### config.mk
export PLATFORM = sky130hd
export DESIGN_NAME = quad_paddle
export DESIGN_NICKNAME = d
export VERILOG_FILES = /design/src/rtl/quad_paddle.sv
export SDC_FILE = /design/constraint.sdc
export NUM_CORES = 1
export LEC_CHECK = 0
export ABC_AREA = 0
export ABC_CLOCK_PERIOD_IN_PS = 6300
export CORE_ASPECT_RATIO = 0.75
export CORE_MARGIN = 2
export CORE_UTILIZATION = 64
export CTS_CLUSTER_DIAMETER = 200
export DETAILED_ROUTE_END_ITERATION = 6
export GPL_ROUTABILITY_DRIVEN = 1
export PLACE_DENSITY = 0.86
export SLEW_MARGIN = 20
export SYNTH_ARGS = -nofsm -noshare
export SYNTH_HDL_FRONTEND = slang
export SYNTH_SLANG_ARGS = --single-unit
### constraint.sdc
create_clock -name clk -period 6.3 [get_ports clk]
set_input_delay 1.26 -clock clk [delete_from_list [all_inputs] [get_ports clk]]
set_output_delay 1.26 -clock clk [all_outputs]
set_load 0.02 [all_outputs]
### src/rtl/quad_paddle.sv
// Multi-channel quadrature paddle: synchronizer, per-bit debouncer, quadrature decoder and
// saturating position counter. Define QUAD_PADDLE_WRAP_EN to wrap positions modulo MAX_POS+1.
module quad_paddle #(
    parameter int unsigned WIDTH     = 8,
    parameter int unsigned CHANNELS  = 2,
    parameter int unsigned DB_CYCLES = 4,
    parameter int unsigned MAX_POS   = 200,
    parameter int unsigned RESET_POS = 100,
    parameter int unsigned STEP      = 1
) (
    input  logic                      clk,
    input  logic                      reset,
    input  logic [CHANNELS-1:0]       a,
    input  logic [CHANNELS-1:0]       b,
    input  logic                      center,
    input  logic                      err_clr,
    output logic [CHANNELS*WIDTH-1:0] value,
    output logic [CHANNELS-1:0]       moved,
    output logic [CHANNELS-1:0]       err
);
    localparam int unsigned AW = WIDTH + 1;
    localparam logic [AW-1:0]    MaxPos   = AW'(MAX_POS);
    localparam logic [AW-1:0]    StepW    = AW'(STEP);
    localparam logic [WIDTH-1:0] ResetPos = WIDTH'(RESET_POS);
    localparam logic [7:0]       DbLast   = 8'(DB_CYCLES - 1);
`ifdef QUAD_PADDLE_WRAP_EN
    localparam logic [AW-1:0]    Modulus  = AW'(MAX_POS + 1);
`endif

    // Index of an {A,B} pair along the forward cycle 00 -> 01 -> 11 -> 10.
    function automatic logic [1:0] phase(input logic [1:0] ab);
        case (ab)
            2'b00:   phase = 2'd0;
            2'b01:   phase = 2'd1;
            2'b11:   phase = 2'd2;
            default: phase = 2'd3;
        endcase
    endfunction

    for (genvar ch = 0; ch < CHANNELS; ch++) begin : g_ch
        logic [1:0]       sync1_q, sync2_q, deb_q, prev_q;
        logic [1:0][7:0]  cnt_q;
        logic [WIDTH-1:0] pos_q;
        logic             moved_q, err_q;
        logic [1:0]       delta;
        logic             fwd, rev, illegal, moved_d;
        logic [AW-1:0]    ext, sum;
        logic [WIDTH-1:0] nxt;

        always_comb begin
            delta   = phase(deb_q) - phase(prev_q);
            fwd     = (delta == 2'd1);
            rev     = (delta == 2'd3);
            illegal = (delta == 2'd2);
            ext     = {1'b0, pos_q};
            sum     = ext + StepW;
            nxt     = pos_q;
`ifdef QUAD_PADDLE_WRAP_EN
            if (fwd) begin
                nxt = WIDTH'((sum > MaxPos) ? sum - Modulus : sum);
            end else if (rev) begin
                nxt = WIDTH'((ext < StepW) ? ext + Modulus - StepW : ext - StepW);
            end
            moved_d = fwd | rev;
`else
            if (fwd) begin
                nxt = WIDTH'((sum > MaxPos) ? MaxPos : sum);
            end else if (rev) begin
                nxt = WIDTH'((ext < StepW) ? '0 : ext - StepW);
            end
            moved_d = (nxt != pos_q);
`endif
        end

        always_ff @(posedge clk) begin
            if (reset) begin
                sync1_q <= '0;
                sync2_q <= '0;
                deb_q   <= '0;
                prev_q  <= '0;
                cnt_q   <= '0;
                pos_q   <= ResetPos;
                moved_q <= 1'b0;
                err_q   <= 1'b0;
            end else begin
                sync1_q <= {a[ch], b[ch]};
                sync2_q <= sync1_q;
                prev_q  <= deb_q;
                // Accept a new level only after DB_CYCLES consecutive disagreeing samples.
                for (int i = 0; i < 2; i++) begin
                    if (sync2_q[i] == deb_q[i]) begin
                        cnt_q[i] <= '0;
                    end else if (cnt_q[i] == DbLast) begin
                        deb_q[i] <= sync2_q[i];
                        cnt_q[i] <= '0;
                    end else begin
                        cnt_q[i] <= cnt_q[i] + 8'd1;
                    end
                end
                if (center) begin
                    pos_q   <= ResetPos;
                    moved_q <= 1'b0;
                end else begin
                    pos_q   <= nxt;
                    moved_q <= moved_d;
                end
                err_q <= (err_q & ~err_clr) | illegal;
            end
        end

        assign value[ch*WIDTH +: WIDTH] = pos_q;
        assign moved[ch]                = moved_q;
        assign err[ch]                  = err_q;
    end

endmodule

==> run metrics, run 1 <==
run status=finished, final reports clean; total gr overflow=0; Final ANT Viol Nets=0; Fin. Hold Viols=0; DIE HEIGHT=approximately 74 um; via count=3631; Mapped Area=0.004163 sq mm; most frequent cell after synthesis=nor2_1; Hold WS=439.9 ps; Startpoint Class=register; setup TNS=0 ps; drt via density=6.103; core area=0.006287 sq mm; Design Power=0.8229 mW; Starting Density=between 60% and 70%; Most used DFF post-synth=dfxtp_1; area grow syn2layout=8.506%; Power Density=between 150 and 200 mW/mm^2; Avg Inst Size Synth=slightly above 8 sq um; number of synthesized register bits=68; WL/cell=15.02 um; Seq/Total Area, Yosys=about a third; global-route wire length before repair=15.06 mm; ratio of cells with drive above 1 in the final layout=7.004%; Max Slew Vio Count=0; CTS root buffer=clkbuf_8; PortBufs=27; initial antenna violation count=0; Hold Path Depth=1; Synth top cells by count=nor2_1 (82), dfxtp_1 (68), nand2_1 (36), nand3_1 (33), ha_1 (20); hpwl dp=around 6.3 mm; dominant cells by area after synthesis=dfxtp_1 (33%), nor2_1 (7.4%), ha_1 (6.0%), xor2_1 (4.0%), nand3_1 (4.0%); fraction of registers with async set/reset=0%; cell taking the most area after synthesis=dfxtp_1; Hold WC Path Type=reg -> reg; Setup Skew=approximately 5.1 ps; # diodes=0; Hold-fix buffers, CTS=0; Multi-input gate area=about 0.0025 sq mm; RSZ-0062 raised after global routing=no; Die X=approximately 100 um; Max FO, Critical Path=12; slack of the worst reg-to-reg path=roughly 3200 ps; final period utilization=48.63%; first-pass iteration count of the detailed router=5; Ys Warns=0; CP arrival=3270 ps; H-tree levels=3; clk_lat worst skew=330 ps; GRT Util Overall=25.80%; Post-synth EDFFs=0; CTS tree=yes; cells on worst reg2reg path=9; CP Data Required Time=6510 ps; Leak=1.789 nW; Rows=25; Max clock buf depth=2; Synth Net Count=532; achievable clock frequency=~330 MHz; Max rail drop VDD=0.1634 mV; drt initial violations=roughly 270; # DRC=0; Util after Layout=71.84%; Post-Synthesis Cells=504; nets@finish=538; vias in the first global route=3271; io pins=28; RePlAce Congestion=between 0.9 and 1; total CTS buffers=9; worst slew pin tran=756.1 ps; FF+latch area=about 0.0014 sq mm; worst setup path class=reg -> reg; DRT Wirelength=8.938 mm; Die ar.=0.007172 sq mm; top cell type's share of synthesized area=about 33%; # Max-Cap Violations=0; largest net degree at the start of global routing=25; crit end category=register; Setup Fix Bufs, Post-CTS=0; Fillers=~460; synth unique cells=72; Slew HR=49.43%; clk slew on worst S/H paths=approximately 70 ps; Final min period=3064 ps; setup violators final=0; Clock Sinks=68; cts repair resizes=0
state kept, by name, indices dropped and copies added, names as in the netlist:
name,count
g_ch.cnt_q,32
g_ch.deb_q,4
g_ch.err_q,2
g_ch.moved_q,2
g_ch.pos_q,16
g_ch.prev_q,4
g_ch.sync1_q,4
g_ch.sync2_q,4
where the power goes:
| group | switching [mW] | internal (mW) | leakage, nW | total, mW |
|---|---|---|---|---|
| clock network | 0.155 | 0.218 | 0.109 | 0.373 |
| registers | 0.00198 | 0.433 | 0.550 | 0.435 |
| logic | 0.00804 | 0.00683 | 1.13 | 0.0149 |
final cells by class:
cell class / count / share of cell area [%]
clock buffer: 9 / 2.742
multi-input combinational: 385 / 55.54
timing repair buffer: 27 / 5.983
tap: 81 / 2.244
clock inverter: 6 / 1.773
inverter: 19 / 1.579
sequential: 68 / 30.14
routing by layer:
| metal | part of all wire, % | global-route usage, % | vias up |
|---|---|---|---|
| met3 | 7.1 | 5.138 | 10 |
| met1 | 45 | 34.31 | 1667 |
| met5 | 0 | 0 | - |
| met4 | 0.91 | 9.546 | 0 |
| met2 | 47 | 42.21 | 168 |
| li1 | - | - | 1786 |
placed cells by master (no fill, tap or decap), types with 5 or more instances in the layout:
master / n
inv_1: 19
a21oi_1: 14
xor2_1: 19
clkbuf_8: 9
nand3_1: 33
dfxtp_1: 68
xnor2_1: 16
o21ai_0: 12
mux2i_1: 8
a211oi_1: 5
a221oi_1: 5
a31oi_1: 10
clkdlybuf4s50_1: 27
nand2_1: 36
nor2_1: 82
nor3_1: 13
nor2b_1: 13
and3_1: 18
ha_1: 20
nor4b_1: 5
cell families (layout without fill, tap and decap cells):
| logic type | Yosys count | after routing | synth area share, % |
|---|---|---|---|
| and+or+nand+nor | 234 | 234 | 28.19 |
| AOI/OAI and AO/OA | 84 | 84 | 14.79 |
| DFF | 68 | 68 | 32.70 |
| buffers and inverters | 51 | 61 | 7.033 |
| xor gates and xnor gates | 38 | 38 | 9.077 |
| adders and majority gates | 20 | 20 | 6.011 |
| muxes | 9 | 9 | 2.194 |
path summary, 6_finish.rpt:
path,start,end
max,g_ch[0].deb_q[0]$_SDFFE_PP0P_,g_ch[0].moved_q$_SDFF_PP0_
min,g_ch[0].sync1_q[0]$_SDFF_PP0_,g_ch[0].sync2_q[0]$_SDFF_PP0_
min reg2reg,g_ch[0].sync1_q[0]$_SDFF_PP0_,g_ch[0].sync2_q[0]$_SDFF_PP0_
max reg2reg,g_ch[0].deb_q[0]$_SDFFE_PP0P_,g_ch[0].moved_q$_SDFF_PP0_
per-stage QoR:
step | area (sq um) | instances | setup WS [ps]
2_1_floorplan | 4163 | 504 | 3542
3_3_place_gp | 4313 | 580 | 3342
3_5_place_dp | 4313 | 580 | 3285
4_1_cts | 4517 | 595 | 3265
5_1_grt | 4517 | 595 | 3053
6_report | 4517 | 595 | 3236
worst max-delay path, stage by stage (launching register included):
cell and delay (ps):
dfxtp_1 410, inv_1 90, ha_1 310, ha_1 230, xor3_2 570, a21oi_1 170
a32o_1 290, or4b_1 480, a2111oi_2 290, a21oi_1 110
No activity file was read; power rests on OpenSTA's default activity.
==> run 2, diff against run 1 <==
--- a/config.mk
+++ b/config.mk
@@ -6,14 +6,14 @@
 export NUM_CORES = 1
 export LEC_CHECK = 0
 export ABC_AREA = 0
-export ABC_CLOCK_PERIOD_IN_PS = 6300
+export ABC_CLOCK_PERIOD_IN_PS = 3020
 export CORE_ASPECT_RATIO = 0.75
 export CORE_MARGIN = 2
-export CORE_UTILIZATION = 64
+export CORE_UTILIZATION = 59
 export CTS_CLUSTER_DIAMETER = 200
 export DETAILED_ROUTE_END_ITERATION = 6
 export GPL_ROUTABILITY_DRIVEN = 1
-export PLACE_DENSITY = 0.86
+export PLACE_DENSITY = 0.8
 export SLEW_MARGIN = 20
 export SYNTH_ARGS = -nofsm -noshare
 export SYNTH_HDL_FRONTEND = slang
==> constraint.sdc (replaced) <==
create_clock -name clk -period 3.02 [get_ports clk]
set_input_delay 0.604 -clock clk [delete_from_list [all_inputs] [get_ports clk]]
set_output_delay 0.604 -clock clk [all_outputs]
set_load 0.02 [all_outputs]
==> run 2 against run 1 <==
  * First-iteration DRC count rose by 1.8%
  * Largest power group unchanged
  * Global-route usage fell by 0.84 points
  * Critical path type unchanged
  * Highest routed layer unchanged
  * Sequential cell count did not move
  * Routed wire length rose by 5.2%
  * Setup slack got worse by 3000 ps
==> run metrics, run 2 (synthesized netlist as in run 1, its figures left out) <==
run status=finished, final reports clean; slack of the worst reg-to-reg path=240 ps (-3000 ps); via count=3727 (+2.6%); worst flop-to-flop path endpoint=g_ch[1].moved_q$_SDFF_PP0_; CTS tree=yes; Power Density=368.2 mW/mm^2 (+100%); global-route wire length before repair=15.67 mm (+4.0%); Rows=26 (+4.0%); initial antenna violation count=0 (unchanged); Max rail drop VDD=0.2758 mV (+69%); Setup Skew=11.84 ps (+6.726 ps); CP Data Required Time=3250 ps (-3260 ps); DIE HEIGHT=76.75 um (+3.9%); core area=0.006832 sq mm (+8.7%); placed insts=603 (+4.0%); most frequent cells in the layout=nor2_1 (82), dfxtp_1 (68), nand2_1 (36); Die X=101.0 um (+4.0%); hpwl dp=6.705 mm (+7.0%); Comb pwr share=1.9% (about the same); CP peak stage delay=570 ps (about the same); CP arrival=3010 ps (-260 ps); Fillers=554 (+21%); Biggest register=g_ch.cnt_q; RSZ-0062 raised after global routing=no; Max FO, Critical Path=9 (-3); total CTS buffers=9 (unchanged); GRT Util Overall=24.96% (-0.84 points); vias in the first global route=3355 (+2.6%); Slew HR=57.03% (+7.6 points); io pins=28 (unchanged); switching component of the power=0.3943 mW (+140%); Post-Place Cell Area=0.004467 sq mm (+3.6%); Most Frequent Cell on Critical Path=ha_1; clk_lat worst skew=350 ps (+20 ps); FF-to-FF Start=g_ch[1].deb_q[0]$_SDFFE_PP0P_; clk slew on worst S/H paths=80 ps (about the same); Final min period=2782 ps (-282.1 ps); Hold Path Depth=1 (unchanged); H-tree levels=3 (unchanged); Final ANT Viol Nets=0 (unchanged); Sw Ratio=22.89% (+2.8 points); crit end category=register; drt initial violations=277 (+1.8%); CP max-delay cell=xnor3_1; nets@finish=558 (+3.7%); CTS root buffer=clkbuf_8; CP bufs+invs=1 (unchanged); # diodes=0 (unchanged); largest net degree at the start of global routing=22 (-12%); Design Power=1.722 mW (+110%); Fin. Hold Viols=0 (unchanged); Regs by FF count=g_ch.cnt_q: 32 flops, g_ch.pos_q: 16 flops; Hold WC Path Type=reg -> reg; first-pass iteration count of the detailed router=5 (unchanged); WL/cell=15.19 um (+1.1%); drt via density=6.021 (-1.3%); total gr overflow=0 (unchanged); Finished Cell Area=0.004678 sq mm (+3.6%); Max clock buf depth=2 (unchanged); critical-path cell list=inv_1 > ha_1 > ha_1 > xnor3_1 > o21bai_2 > nor2_1 > o32ai_1 > a211oi_1 > o21ai_0 > o41a_1; Starting Density=60.93% (-5.3 points); # Max-Cap Violations=0 (unchanged); Flop pwr share=52.6% (-0.2 points); Leak=1.873 nW (+4.7%); worst slew pin tran=639.6 ps (-116.5 ps); commonest non-fill, non-tap cell in the layout=nor2_1; Pint=1.328 mW (+100%); max reg flops=32 (unchanged); Die ar.=0.007750 sq mm (+8.1%); hold endpoint=g_ch[1].sync2_q[0]$_SDFF_PP0_; DRT Wirelength=9.404 mm (+5.2%); area grow syn2layout=12.38%; # DRC=0 (unchanged); setup TNS=0 ps (unchanged); final period utilization=92.11% (+43 points); achievable clock frequency=359.5 MHz (+10%); setup violators final=0 (unchanged); worst setup path class=reg -> reg; PortBufs=27 (unchanged); CP top delay family=compound AO/OA/AOI/OAI gates; ratio of cells with drive above 1 in the final layout=10.84% (+3.8 points); final std cells w/o fill=619 (+4.0%); RePlAce Congestion=0.9224 (-4.9%); cells on worst reg2reg path=10 (+1); Clock power frac=45.5% (+0.2 points); Clock Sinks=68 (unchanged); Startpoint Class=register; Max Slew Vio Count=0 (unchanged); hold path startpoint=g_ch[1].sync1_q[0]$_SDFF_PP0_
==> run 2: cell count changes in the layout (fill, tap and decap cells not counted), sizes merged <==
cell      before  now
buf            0   20
clkinv         4    1
clkinvlp       0    2
inv           19   21
bufinv         2    1
clkbuf         9   10
==> run 2: cell type report <==
class	instances	area, sq um	area share [%]
clock buffers	10	137.6	2.942
clock inverters	6	71.32	1.524
inverters	19	71.32	1.524
multi-input cells	385	2511	53.68
flip-flops and latches	68	1361	29.10
well taps	84	105.1	2.247
repair buffers	47	420.4	8.986
==> run 2: routing by layer <==
metal	global-route usage [%]	wire length (um)	vias to the layer above	part of all wire (%)
li1	-	-	1816	-
met1	33.65	4255	1739	45
met2	38.60	4303	154	46
met3	7.657	689	18	7.3
met4	7.027	155	0	1.6
met5	0	0	-	0
==> run 2: how the worst max path moves through the flow <==
| stage | from | depth (start not counted) | slack, ps | to |
|---|---|---|---|---|
| 5_1_grt | g_ch[0].prev_q[0]$_SDFF_PP0_ | 10 | 30 | g_ch[0].moved_q$_SDFF_PP0_ |
| 3_5_place_dp | g_ch[0].deb_q[0]$_SDFFE_PP0P_ | 9 | 40 | g_ch[0].moved_q$_SDFF_PP0_ |
| 4_1_cts | g_ch[0].deb_q[0]$_SDFFE_PP0P_ | 9 | 40 | g_ch[0].moved_q$_SDFF_PP0_ |
| 3_3_place_gp | g_ch[0].deb_q[0]$_SDFFE_PP0P_ | 9 | 120 | g_ch[0].moved_q$_SDFF_PP0_ |
| 2_1_floorplan | g_ch[0].deb_q[0]$_SDFFE_PP0P_ | 10 | 260 | g_ch[0].moved_q$_SDFF_PP0_ |
| 6_report | g_ch[1].deb_q[0]$_SDFFE_PP0P_ | 10 | 240 | g_ch[1].moved_q$_SDFF_PP0_ |
==> run 2: timing repair <==
action,in CTS,in global routing
setup buffers,0,0
gates resized for setup,0,1
setup endpoints to repair,0,1
hold buffers,0,0
==> run 2: metrics by stage <==
stage	setup WS (ps)	util [%]	hold WS (ps)
6_report	238.3	68.48	450.0
5_1_grt	32.87	68.48	456.0
4_1_cts	40.01	68.44	450.0
3_5_place_dp	42.74	65.38	432.2
3_3_place_gp	119.6	65.38	416.3
2_1_floorplan	261.8	-	413.8
==> run 2: power by group through the flow <==
| stage | clock network [mW] | logic [mW] | registers (mW) |
|---|---|---|---|
| 2_1_floorplan | 0 | 0.0164 | 0.926 |
| 3_3_place_gp | 0 | 0.0314 | 0.927 |
| 3_5_place_dp | 0 | 0.0318 | 0.927 |
| 4_1_cts | 0.798 | 0.0321 | 0.906 |
| 5_1_grt | 0.837 | 0.0353 | 0.907 |
| 6_report | 0.784 | 0.0321 | 0.906 |
